File: config.mk
export PLATFORM = sky130hd
export DESIGN_NAME = sram_bus_arbiter_flat
export DESIGN_NICKNAME = d
export VERILOG_FILES = /design/src/rtl/sram_bus_arbiter_pkg.sv /design/src/rtl/sram_bus_arbiter_if.sv /design/src/rtl/sram_bus_arbiter_owner_fifo.sv /design/src/rtl/sram_bus_arbiter.sv /design/src/flat_wrapper.sv
export SDC_FILE = /design/constraint.sdc
export NUM_CORES = 1
export LEC_CHECK = 0
export ABC_AREA = 0
export CAP_MARGIN = 5
export CORE_AREA = 2 2 124 126
export DETAILED_ROUTE_END_ITERATION = 10
export DIE_AREA = 0 0 126 128
export GPL_ROUTABILITY_DRIVEN = 1
export PLACE_DENSITY = 0.53
export SLEW_MARGIN = 20
export SYNTH_ARGS = -nofsm -noshare
export SYNTH_HDL_FRONTEND = slang
export SYNTH_HIERARCHICAL = 1
export SYNTH_SLANG_ARGS = --single-unit
File: constraint.sdc
create_clock -name clk -period 4.1 [get_ports clk]
set_input_delay 0.615 -clock clk [delete_from_list [all_inputs] [get_ports clk]]
set_output_delay 0.615 -clock clk [all_outputs]
set_load 0.02 [all_outputs]
File: src/rtl/sram_bus_arbiter_pkg.sv
// -----------------------------------------------------------------------------
// sram_bus_arbiter_pkg
// Shared definitions for the fetch/data SRAM-port arbiter:
//   - owner encodings written into the in-order response FIFO
//   - SRAM access size encodings
//   - arbiter FSM state encodings (plain localparams, not an enum)
//   - the address-phase field bundle routed from a requester to memory
// -----------------------------------------------------------------------------
package sram_bus_arbiter_pkg;

  // Owner tag stored per accepted transaction
  localparam logic OWNER_INST = 1'b0;
  localparam logic OWNER_DATA = 1'b1;

  // Access size encodings carried on *_size
  localparam logic [1:0] SIZE_BYTE = 2'd0;
  localparam logic [1:0] SIZE_HALF = 2'd1;
  localparam logic [1:0] SIZE_WORD = 2'd2;

  // Arbiter FSM states
  localparam logic [1:0] ARB_IDLE        = 2'd0;
  localparam logic [1:0] ARB_LOCKED_INST = 2'd1;
  localparam logic [1:0] ARB_LOCKED_DATA = 2'd2;

  // Everything that travels with an address phase
  typedef struct packed {
    logic        wr;
    logic [1:0]  size;
    logic [3:0]  wstrb;
    logic [31:0] addr;
    logic [31:0] wdata;
  } bus_req_t;

endpackage

File: src/rtl/sram_bus_arbiter_if.sv
// -----------------------------------------------------------------------------
// sram_bus_arbiter_if
// One SRAM-like port: request/address phase plus in-order response phase.
//   master : drives req/wr/size/wstrb/addr/wdata, receives addr_ok/data_ok/rdata
//   slave  : the opposite direction
// The arbiter is a slave to the fetch and data requesters and a master toward
// the downstream memory bridge.
// -----------------------------------------------------------------------------
interface sram_bus_arbiter_if;
  logic        req;
  logic        wr;
  logic [1:0]  size;
  logic [3:0]  wstrb;
  logic [31:0] addr;
  logic [31:0] wdata;
  logic        addr_ok;
  logic        data_ok;
  logic [31:0] rdata;

  modport master (
    output req, wr, size, wstrb, addr, wdata,
    input  addr_ok, data_ok, rdata
  );

  modport slave (
    input  req, wr, size, wstrb, addr, wdata,
    output addr_ok, data_ok, rdata
  );
endinterface

File: src/rtl/sram_bus_arbiter_owner_fifo.sv
// -----------------------------------------------------------------------------
// owner_fifo
// 1-bit wide, DEPTH-deep in-order FIFO that remembers which requester owns each
// accepted-but-unanswered transaction.
// Ports:
//   clk, resetn     clock and asynchronous active-low reset
//   push, push_owner enqueue an owner tag (ignored when full)
//   pop             dequeue the head (ignored when empty)
//   full, empty     status from the registered occupancy count
//   head            owner tag of the oldest entry
// -----------------------------------------------------------------------------
module owner_fifo #(
  parameter int DEPTH = 2
) (
  input  logic clk,
  input  logic resetn,
  input  logic push,
  input  logic push_owner,
  input  logic pop,
  output logic full,
  output logic empty,
  output logic head
);

  localparam int PTR_W = (DEPTH > 1) ? $clog2(DEPTH) : 1;
  localparam int CNT_W = $clog2(DEPTH) + 1;

  logic [DEPTH-1:0] slot_q, slot_d;
  logic [PTR_W-1:0] wr_ptr_q, wr_ptr_d;
  logic [PTR_W-1:0] rd_ptr_q, rd_ptr_d;
  logic [CNT_W-1:0] count_q, count_d;
  logic             push_ok, pop_ok;

  // Pointers wrap modulo DEPTH; DEPTH is a power of two but may be 1.
  function automatic logic [PTR_W-1:0] ptr_inc(input logic [PTR_W-1:0] p);
    if (p == PTR_W'(DEPTH - 1)) begin
      return '0;
    end
    return p + PTR_W'(1);
  endfunction

  assign full  = (count_q == CNT_W'(DEPTH));
  assign empty = (count_q == '0);
  assign head  = slot_q[rd_ptr_q];

  assign push_ok = push & ~full;
  assign pop_ok  = pop & ~empty;

  // Next-state bookkeeping: a push and a pop in the same cycle leave the
  // count unchanged while both pointers advance.
  always_comb begin
    slot_d   = slot_q;
    wr_ptr_d = wr_ptr_q;
    rd_ptr_d = rd_ptr_q;
    count_d  = count_q;
    if (push_ok) begin
      slot_d[wr_ptr_q] = push_owner;
      wr_ptr_d         = ptr_inc(wr_ptr_q);
    end
    if (pop_ok) begin
      rd_ptr_d = ptr_inc(rd_ptr_q);
    end
    case ({push_ok, pop_ok})
      2'b10:   count_d = count_q + CNT_W'(1);
      2'b01:   count_d = count_q - CNT_W'(1);
      default: count_d = count_q;
    endcase
  end

  // State registers; reset discards any in-flight entries.
  always_ff @(posedge clk or negedge resetn) begin
    if (!resetn) begin
      slot_q   <= '0;
      wr_ptr_q <= '0;
      rd_ptr_q <= '0;
      count_q  <= '0;
    end else begin
      slot_q   <= slot_d;
      wr_ptr_q <= wr_ptr_d;
      rd_ptr_q <= rd_ptr_d;
      count_q  <= count_d;
    end
  end

endmodule

File: src/rtl/sram_bus_arbiter.sv
// -----------------------------------------------------------------------------
// sram_bus_arbiter
// Shares one SRAM-like memory port between the IF-stage fetch requester and the
// EX/MEM data requester. Data has fixed priority, with a starvation guard that
// forces fetch to win after STARVE_LIMIT consecutive data grants. Up to
// OUTSTANDING transactions may be in flight; responses come back in order and
// are steered to their owner through owner_fifo. Both phases are routed
// combinationally, adding no latency.
// Ports:
//   clk, resetn   clock and asynchronous active-low reset
//   inst_bus      fetch requester port (slave side)
//   data_bus      data requester port (slave side)
//   mem_bus       downstream memory bridge port (master side)
//   arb_err       sticky: a response arrived with nothing outstanding
// -----------------------------------------------------------------------------
module sram_bus_arbiter
  import sram_bus_arbiter_pkg::*;
#(
  parameter int OUTSTANDING  = 2,
  parameter int STARVE_LIMIT = 4
) (
  input  logic               clk,
  input  logic               resetn,
  sram_bus_arbiter_if.slave  inst_bus,
  sram_bus_arbiter_if.slave  data_bus,
  sram_bus_arbiter_if.master mem_bus,
  output logic               arb_err
);

  localparam int SC_W = $clog2(STARVE_LIMIT + 1);

  logic [1:0]      state_q, state_d;
  logic [SC_W-1:0] starve_cnt_q, starve_cnt_d;
  logic            rst_done_q, rst_done_d;
  logic            arb_err_q, arb_err_d;

  logic            starved;
  logic            grant_data;
  logic            mem_req;
  logic            handshake;
  logic            fifo_full, fifo_empty, fifo_head;
  logic            pop;
  bus_req_t        inst_fields, data_fields, mem_fields;

  assign inst_fields = '{wr: inst_bus.wr, size: inst_bus.size, wstrb: inst_bus.wstrb,
                         addr: inst_bus.addr, wdata: inst_bus.wdata};
  assign data_fields = '{wr: data_bus.wr, size: data_bus.size, wstrb: data_bus.wstrb,
                         addr: data_bus.addr, wdata: data_bus.wdata};

  // Fetch is starved once data has won STARVE_LIMIT times in a row while
  // fetch was waiting.
  assign starved = inst_bus.req & (starve_cnt_q == SC_W'(STARVE_LIMIT));

  // Grant selection. A lock pins the grant on whoever was presented to the
  // memory but not yet accepted, so address/fields cannot switch mid-phase.
  always_comb begin
    grant_data = 1'b0;
    case (state_q)
      ARB_LOCKED_INST: grant_data = 1'b0;
      ARB_LOCKED_DATA: grant_data = 1'b1;
      default:         grant_data = data_bus.req & ~starved;
    endcase
  end

  // Full is judged on the registered count, so a same-cycle pop does not
  // re-open the port. rst_done holds everything quiet for the first cycle.
  assign mem_req   = rst_done_q & (inst_bus.req | data_bus.req) & ~fifo_full;
  assign handshake = mem_req & mem_bus.addr_ok;
  assign mem_fields = grant_data ? data_fields : inst_fields;

  assign mem_bus.req   = mem_req;
  assign mem_bus.wr    = mem_fields.wr;
  assign mem_bus.size  = mem_fields.size;
  assign mem_bus.wstrb = mem_fields.wstrb;
  assign mem_bus.addr  = mem_fields.addr;
  assign mem_bus.wdata = mem_fields.wdata;

  assign inst_bus.addr_ok = handshake & ~grant_data;
  assign data_bus.addr_ok = handshake & grant_data;

  // Responses: pop only when something is outstanding and steer data_ok by
  // the head owner tag. Read data is broadcast to both requesters.
  assign pop = rst_done_q & mem_bus.data_ok & ~fifo_empty;

  assign inst_bus.data_ok = pop & (fifo_head == OWNER_INST);
  assign data_bus.data_ok = pop & (fifo_head == OWNER_DATA);
  assign inst_bus.rdata   = mem_bus.rdata;
  assign data_bus.rdata   = mem_bus.rdata;

  assign arb_err = arb_err_q;

  owner_fifo #(
    .DEPTH (OUTSTANDING)
  ) u_owner_fifo (
    .clk        (clk),
    .resetn     (resetn),
    .push       (handshake),
    .push_owner (grant_data ? OWNER_DATA : OWNER_INST),
    .pop        (pop),
    .full       (fifo_full),
    .empty      (fifo_empty),
    .head       (fifo_head)
  );

  // Lock FSM: a presented-but-refused request latches its owner; the
  // handshake releases the lock.
  always_comb begin
    state_d = state_q;
    if (handshake) begin
      state_d = ARB_IDLE;
    end else if (mem_req) begin
      state_d = grant_data ? ARB_LOCKED_DATA : ARB_LOCKED_INST;
    end
  end

  // Starvation counter: counts data handshakes while fetch waits, saturates
  // at the limit, and clears on a fetch handshake or when fetch is idle.
  always_comb begin
    starve_cnt_d = starve_cnt_q;
    if (!inst_bus.req) begin
      starve_cnt_d = '0;
    end else if (handshake && !grant_data) begin
      starve_cnt_d = '0;
    end else if (handshake && grant_data && (starve_cnt_q != SC_W'(STARVE_LIMIT))) begin
      starve_cnt_d = starve_cnt_q + SC_W'(1);
    end
  end

  // rst_done rises one cycle after reset release; arb_err is sticky once a
  // response shows up with an empty owner FIFO.
  always_comb begin
    rst_done_d = 1'b1;
    arb_err_d  = arb_err_q | (mem_bus.data_ok & fifo_empty);
  end

  // State registers
  always_ff @(posedge clk or negedge resetn) begin
    if (!resetn) begin
      state_q      <= ARB_IDLE;
      starve_cnt_q <= '0;
      rst_done_q   <= 1'b0;
      arb_err_q    <= 1'b0;
    end else begin
      state_q      <= state_d;
      starve_cnt_q <= starve_cnt_d;
      rst_done_q   <= rst_done_d;
      arb_err_q    <= arb_err_d;
    end
  end

endmodule
File: src/flat_wrapper.sv
// flat-port wrapper written by rule: the top's interface ports become plain ports
module sram_bus_arbiter_flat import sram_bus_arbiter_pkg::*;
#(
  parameter int OUTSTANDING  = 2,
  parameter int STARVE_LIMIT = 4
)
  (clk, resetn, arb_err, inst_bus_req, inst_bus_wr, inst_bus_size, inst_bus_wstrb, inst_bus_addr, inst_bus_wdata, inst_bus_addr_ok, inst_bus_data_ok, inst_bus_rdata, data_bus_req, data_bus_wr, data_bus_size, data_bus_wstrb, data_bus_addr, data_bus_wdata, data_bus_addr_ok, data_bus_data_ok, data_bus_rdata, mem_bus_req, mem_bus_wr, mem_bus_size, mem_bus_wstrb, mem_bus_addr, mem_bus_wdata, mem_bus_addr_ok, mem_bus_data_ok, mem_bus_rdata);
  sram_bus_arbiter_if inst_bus_i ();
  sram_bus_arbiter_if data_bus_i ();
  sram_bus_arbiter_if mem_bus_i ();
  input  logic clk;
  input  logic resetn;
  output logic arb_err;
  input wire logic [$bits(inst_bus_i.req)-1:0] inst_bus_req;
  input wire logic [$bits(inst_bus_i.wr)-1:0] inst_bus_wr;
  input wire logic [$bits(inst_bus_i.size)-1:0] inst_bus_size;
  input wire logic [$bits(inst_bus_i.wstrb)-1:0] inst_bus_wstrb;
  input wire logic [$bits(inst_bus_i.addr)-1:0] inst_bus_addr;
  input wire logic [$bits(inst_bus_i.wdata)-1:0] inst_bus_wdata;
  output wire logic [$bits(inst_bus_i.addr_ok)-1:0] inst_bus_addr_ok;
  output wire logic [$bits(inst_bus_i.data_ok)-1:0] inst_bus_data_ok;
  output wire logic [$bits(inst_bus_i.rdata)-1:0] inst_bus_rdata;
  input wire logic [$bits(data_bus_i.req)-1:0] data_bus_req;
  input wire logic [$bits(data_bus_i.wr)-1:0] data_bus_wr;
  input wire logic [$bits(data_bus_i.size)-1:0] data_bus_size;
  input wire logic [$bits(data_bus_i.wstrb)-1:0] data_bus_wstrb;
  input wire logic [$bits(data_bus_i.addr)-1:0] data_bus_addr;
  input wire logic [$bits(data_bus_i.wdata)-1:0] data_bus_wdata;
  output wire logic [$bits(data_bus_i.addr_ok)-1:0] data_bus_addr_ok;
  output wire logic [$bits(data_bus_i.data_ok)-1:0] data_bus_data_ok;
  output wire logic [$bits(data_bus_i.rdata)-1:0] data_bus_rdata;
  output wire logic [$bits(mem_bus_i.req)-1:0] mem_bus_req;
  output wire logic [$bits(mem_bus_i.wr)-1:0] mem_bus_wr;
  output wire logic [$bits(mem_bus_i.size)-1:0] mem_bus_size;
  output wire logic [$bits(mem_bus_i.wstrb)-1:0] mem_bus_wstrb;
  output wire logic [$bits(mem_bus_i.addr)-1:0] mem_bus_addr;
  output wire logic [$bits(mem_bus_i.wdata)-1:0] mem_bus_wdata;
  input wire logic [$bits(mem_bus_i.addr_ok)-1:0] mem_bus_addr_ok;
  input wire logic [$bits(mem_bus_i.data_ok)-1:0] mem_bus_data_ok;
  input wire logic [$bits(mem_bus_i.rdata)-1:0] mem_bus_rdata;
  assign inst_bus_i.req = inst_bus_req;
  assign inst_bus_i.wr = inst_bus_wr;
  assign inst_bus_i.size = inst_bus_size;
  assign inst_bus_i.wstrb = inst_bus_wstrb;
  assign inst_bus_i.addr = inst_bus_addr;
  assign inst_bus_i.wdata = inst_bus_wdata;
  assign inst_bus_addr_ok = inst_bus_i.addr_ok;
  assign inst_bus_data_ok = inst_bus_i.data_ok;
  assign inst_bus_rdata = inst_bus_i.rdata;
  assign data_bus_i.req = data_bus_req;
  assign data_bus_i.wr = data_bus_wr;
  assign data_bus_i.size = data_bus_size;
  assign data_bus_i.wstrb = data_bus_wstrb;
  assign data_bus_i.addr = data_bus_addr;
  assign data_bus_i.wdata = data_bus_wdata;
  assign data_bus_addr_ok = data_bus_i.addr_ok;
  assign data_bus_data_ok = data_bus_i.data_ok;
  assign data_bus_rdata = data_bus_i.rdata;
  assign mem_bus_req = mem_bus_i.req;
  assign mem_bus_wr = mem_bus_i.wr;
  assign mem_bus_size = mem_bus_i.size;
  assign mem_bus_wstrb = mem_bus_i.wstrb;
  assign mem_bus_addr = mem_bus_i.addr;
  assign mem_bus_wdata = mem_bus_i.wdata;
  assign mem_bus_i.addr_ok = mem_bus_addr_ok;
  assign mem_bus_i.data_ok = mem_bus_data_ok;
  assign mem_bus_i.rdata = mem_bus_rdata;
  sram_bus_arbiter #(.OUTSTANDING(OUTSTANDING), .STARVE_LIMIT(STARVE_LIMIT)) u_core (.clk(clk), .resetn(resetn), .inst_bus(inst_bus_i), .data_bus(data_bus_i), .mem_bus(mem_bus_i), .arb_err(arb_err));
endmodule
# Word level (Yosys, flattened, before mapping)
# Cells that the tools add are included.
# totals
regBits,13
in_bits,180
output_inout_bits,141
wordCells,76
# classes
n_addsub,5
order_cmp,3
eq_ne,8
mux,23
bitwise_logic,21
reduce_logical,8
# op_table
operator,count
71-bit two-way mux,1
1-bit AND,14
1-bit two-way mux,12
3-bit two-way mux,3
2-bit == test (second input constant),3
2-bit two-way mux,3
1-bit inverter,5
2-bit by 1-bit == test with 1-bit output (second input constant),2
1-bit logical AND,4
1-bit by 2-bit < comparator with 1-bit output (second input constant),2
2-bit one-hot mux with 2 select lines,1
2-bit nonzero test,2
3-bit by 1-bit adder with 3-bit output (second input constant),1
3-bit == test (second input constant),1
3-bit by 1-bit inequality test with 1-bit output (second input constant),1
3-bit inequality test (second input constant),1
1-bit adder (second input constant),2
2-bit by 1-bit adder with 2-bit output (second input constant),1
2-bit bitwise mux,1
2-bit zero test,1
1-bit OR,2
1-bit one-hot mux with 2 select lines,1
2-bit by 1-bit subtractor with 2-bit output (second input constant),1
1-bit demux with 1-bit select,1
other kinds (2),2

# Logic depth before layout (Yosys ltp)
# logic_depth
word_depth,10
depth_mapped,11
ltp_nobuf,10

# Modules after synthesis
# Netlist, hierarchy kept.
# modules_own_cells
mod,instances,cells_per_inst,area_each_um2,seq_area_each_um2
sram_bus_arbiter,1,193,1930.6,175.2
owner_fifo,1,23,282.8,150.1

# Worst setup path before layout
# No wires, ideal clock.
# synth_timing
kind,register to output
start,reg u_core.state_q[0]
end,out mem_bus_addr[10]
t_arrival_ns,1.659
required_ns,3.485
setup_slack_ns,1.826
path_stages_with_launch,8
path_buffers,2
cell_sequence,dfrtp_1 > inv_1 > ha_1 > nor2b_1 > a31o_1 > buf_6 > buf_6 > mux2_4
# synth_via
elab_chain_cells,3
word_cells_on_any_way,4
cone_classes,eq/ne: 2; mux: 2
# synth_rtl
item,line_no,rtl
start: declaration,sram_bus_arbiter.sv:32,"logic [1:0] state_q, state_d;"
start signal: assignment,sram_bus_arbiter.sv:144,state_q <= state_d;
2-bit == test / 2-bit by 1-bit == test with 1-bit output (equally long branches),sram_bus_arbiter.sv:58,case (state_q)
1-bit one-hot mux with 2 select lines *,sram_bus_arbiter.sv:58,
71-bit two-way mux *,sram_bus_arbiter.sv:69,assign mem_fields = grant_data ? data_fields : inst_fields;
end: declaration,flat_wrapper.sv:36,output wire logic [$bits(mem_bus_i.addr)-1:0] mem_bus_addr;
# Mark *: on every way between the ends. The rest lies on a longest branch, timed or not.

# Worst setup path after layout
# layout_timing
start,in inst_bus_req
end,out mem_bus_addr[9]
# layout_via
elab_chain_cells,5
# layout_rtl
item,line_no,rtl
start: declaration,flat_wrapper.sv:14,input wire logic [$bits(inst_bus_i.req)-1:0] inst_bus_req;
1-bit AND,sram_bus_arbiter.sv:52,assign starved = inst_bus.req & (starve_cnt_q == SC_W'(STARVE_LIMIT));
1-bit inverter,sram_bus_arbiter.sv:61,default: grant_data = data_bus.req & ~starved;
1-bit AND,sram_bus_arbiter.sv:61,
1-bit one-hot mux with 2 select lines,sram_bus_arbiter.sv:58,
71-bit two-way mux,sram_bus_arbiter.sv:69,
# Every way passes these cells.

==> metrics <==
outcome=finished, final reports clean; first-pass GRT wire length=12000 µm; unrepaired setup endpoints after global routing=false; CTS Buffer Depth=2; Post-Syn Instances=216; Slew Viols, Final=0; commonest non-fill, non-tap cell in the layout=clkdlybuf4s50_1; Setup CP Type=in2out; Worst Max-Slew Pin Slew=0.592 ns; ant diodes=0; CTS tree=done; number of stages on the worst setup path=6; number of H-tree levels=1; crit path capture=mem_bus_addr[9]; fill count=roughly 1500; clock root cell=clkbuf_16; Antenna Violating Nets Remaining=0; total gr overflow=0; Final Cycle Share=a little over four fifths; DIE HEIGHT=128 µm; routed vias=2098; Critical R2R Launch=u_core/u_owner_fifo/count_q[0]; initial antenna violation count=0; DR WL met2=approximately 4100 µm; Syn Nets=400; crit path max fanout=38; mapped cell area=around 0.0022 mm²; largest net degree at the start of global routing=39; PnR Total Power=roughly 2.4 mW; fin util=28.7%; drt drc=0; Hold Fails Final Rpt=0; Initial Util=between 10 and 15%; synthesized flop and latch total=13; WL met3=895 µm; Port Buffers=224; 1st-iter DRT viols=21; Avg WL per Cell=around 15 µm; critical-path cell list=clkdlybuf4s50_1 > nand3_1 > a31o_4 > buf_12 > mux2_4 > clkdlybuf4s50_1; worst path required time=3.48 ns; synthesized area per cell=10.2 µm²; Site Rows=45; commonest non-fill, non-tap cells in the layout=clkdlybuf4s50_1 (224), mux2_2 (38), mux2_4 (35); wirelength, routed=8210 µm; routability-driven placement congestion ratio=0.715; Post-Place Cells=around 560; CTS Buf Count=3; Largest stage delay, worst path=roughly 0.57 ns; hold_buf cts=0; RR Endpoint=u_core/u_owner_fifo/count_q[1]; slowest cell on the critical path=clkdlybuf4s50_1; Setup crit start=inst_bus_req; sequential element share of the synthesized area=14.7%; fin crit period=3.42 ns; highest metal used=met4; I/O pins=321; Crit path arrival time=2.80 ns; YS warnings=6; Worst VDD drop=0.000275 V; clk_lat worst skew=~0.24 ns; DP Wirelength=7070 µm; core area=about 0.015 mm²; pre-CTS WS=0.689 ns; P per Cell Area=568 mW/mm²; Clock Skew=~0.0048 ns; gr usage total=9.10%; Fmax=293 MHz; CP Launch Type=input pin; Yosys cell types=33; CP top delay family=buffers and inverters; Layout area overhead=92.7%; Final setup viols=0; CTS clk-pin slew, worst paths=~0.04 ns; share of cells above drive strength 1=22.0%; Lkg Pwr=between 1.5 and 2 nW; final std cells w/o fill=between 500 and 600; worst reg-to-reg path cell count=9; clock sink count=13; Buf/Inv on CP=3; CP Capture Type=output port; vias in the first global route=2178; CP dominant cell by count=clkdlybuf4s50_1; Finished Cell Area=0.00426 mm²; placed cell area=around 0.0042 mm²; M1 WL=between 3000 and 4000 µm; DR pass1 iterations=4; Setup TNS Final=0 ns; Post-CTS Setup Repair Bufs=0; Slew headroom=59.5%; Avg Vias per Cell=3.74; internal reg-to-reg setup slack=1.88 ns; max-cap viol count=0; worst hold-check path type=reg2reg; Die Wd=126 µm; final setup margin=approximately 0.68 ns; post-cts sizing count=0; NumNets Final=~560; Hold Worst Slack=0.465 ns; die footprint=0.0161 mm²
==> logic make-up (layout without fill, tap and decap cells) <==
kind of cell,after synthesis,in the layout,share of synthesized area (%)
other,1,1,0.169
AOI/OAI and AO/OA,10,10,3.84
and+or+nand+nor,27,27,6.50
xor gates and xnor gates,5,5,1.98
adders and majority gates,4,4,2.26
DFF,13,13,14.7
muxes,75,75,44.1
buffers and inverters,81,238,26.5
==> layout make-up <==
cell class,count,area [µm²],area share [%]
flip-flops and latches,13,325,7.63
well taps,188,235,5.52
clock buffers,3,75.1,1.76
inverters,8,30.0,0.704
multi-input cells,122,1310,30.8
repair buffers,226,2280,53.5
clock inverters,1,5.00,0.117
==> synth_stat cells (all sizes together) <==
master	n	area share (%)
a22o	1	0.40
o211a	1	0.45
nor2b	3	0.85
conb	1	0.17
and2	2	0.57
or3	1	0.28
ha	4	2.3
a21o	1	0.34
clkbuf	1	0.17
dfrtp	13	15
a2111oi	1	0.40
a31o	1	0.40
nand2b	2	0.68
o31ai	1	0.34
nand3b	3	1.0
xor2	2	0.79
or2	1	0.28
o21ai	1	0.23
inv	8	1.4
buf	72	25
nand3	2	0.45
o221a	1	0.51
nor3	3	0.68
nand2	5	0.85
xnor2	3	1.2
o32ai	2	0.79
nor2	5	0.85
mux2	75	44
==> registers in the layout (all words and copies together) (netlist names) <==
| signal | cells |
|---|---|
| u_core/u_owner_fifo/rd_ptr_q | 1 |
| u_core/starve_cnt_q | 3 |
| u_core/u_owner_fifo/count_q | 2 |
| u_core/state_q | 2 |
| u_core/rst_done_q | 1 |
| u_core/u_owner_fifo/wr_ptr_q | 1 |
| u_core/u_owner_fifo/slot_q | 2 |
| u_core/arb_err | 1 |
==> metal layers <==
| metal | vias to the layer above | track usage (%) |
|---|---|---|
| li1 | 992 | - |
| met1 | 928 | 11.1 |
| met2 | 174 | 16.1 |
| met3 | 4 | 3.17 |
| met4 | 0 | 0.711 |
| met5 | - | 0 |
==> worst min-delay path by stage <==
stage	start	depth (start not counted)	slack [ns]	to
after floorplan	resetn	0	0.32	u_core/arb_err
after global placement	u_core/arb_err	1	0.45	u_core/arb_err
after detailed placement	u_core/arb_err	1	0.46	u_core/arb_err
after CTS	u_core/arb_err	1	0.47	u_core/arb_err
after global routing	u_core/arb_err	1	0.51	u_core/arb_err
final	u_core/arb_err	1	0.47	u_core/arb_err
==> where the power goes <==
group	total, mW	leakage [nW]	switching (mW)	internal [mW]
clock	0.182	0.0409	0.0524	0.130
sequential	0.202	0.160	0.0317	0.171
combinational	2.04	1.48	0.888	1.15
total	2.42	1.69	0.972	1.45
No activity file was read; power rests on OpenSTA's default activity.
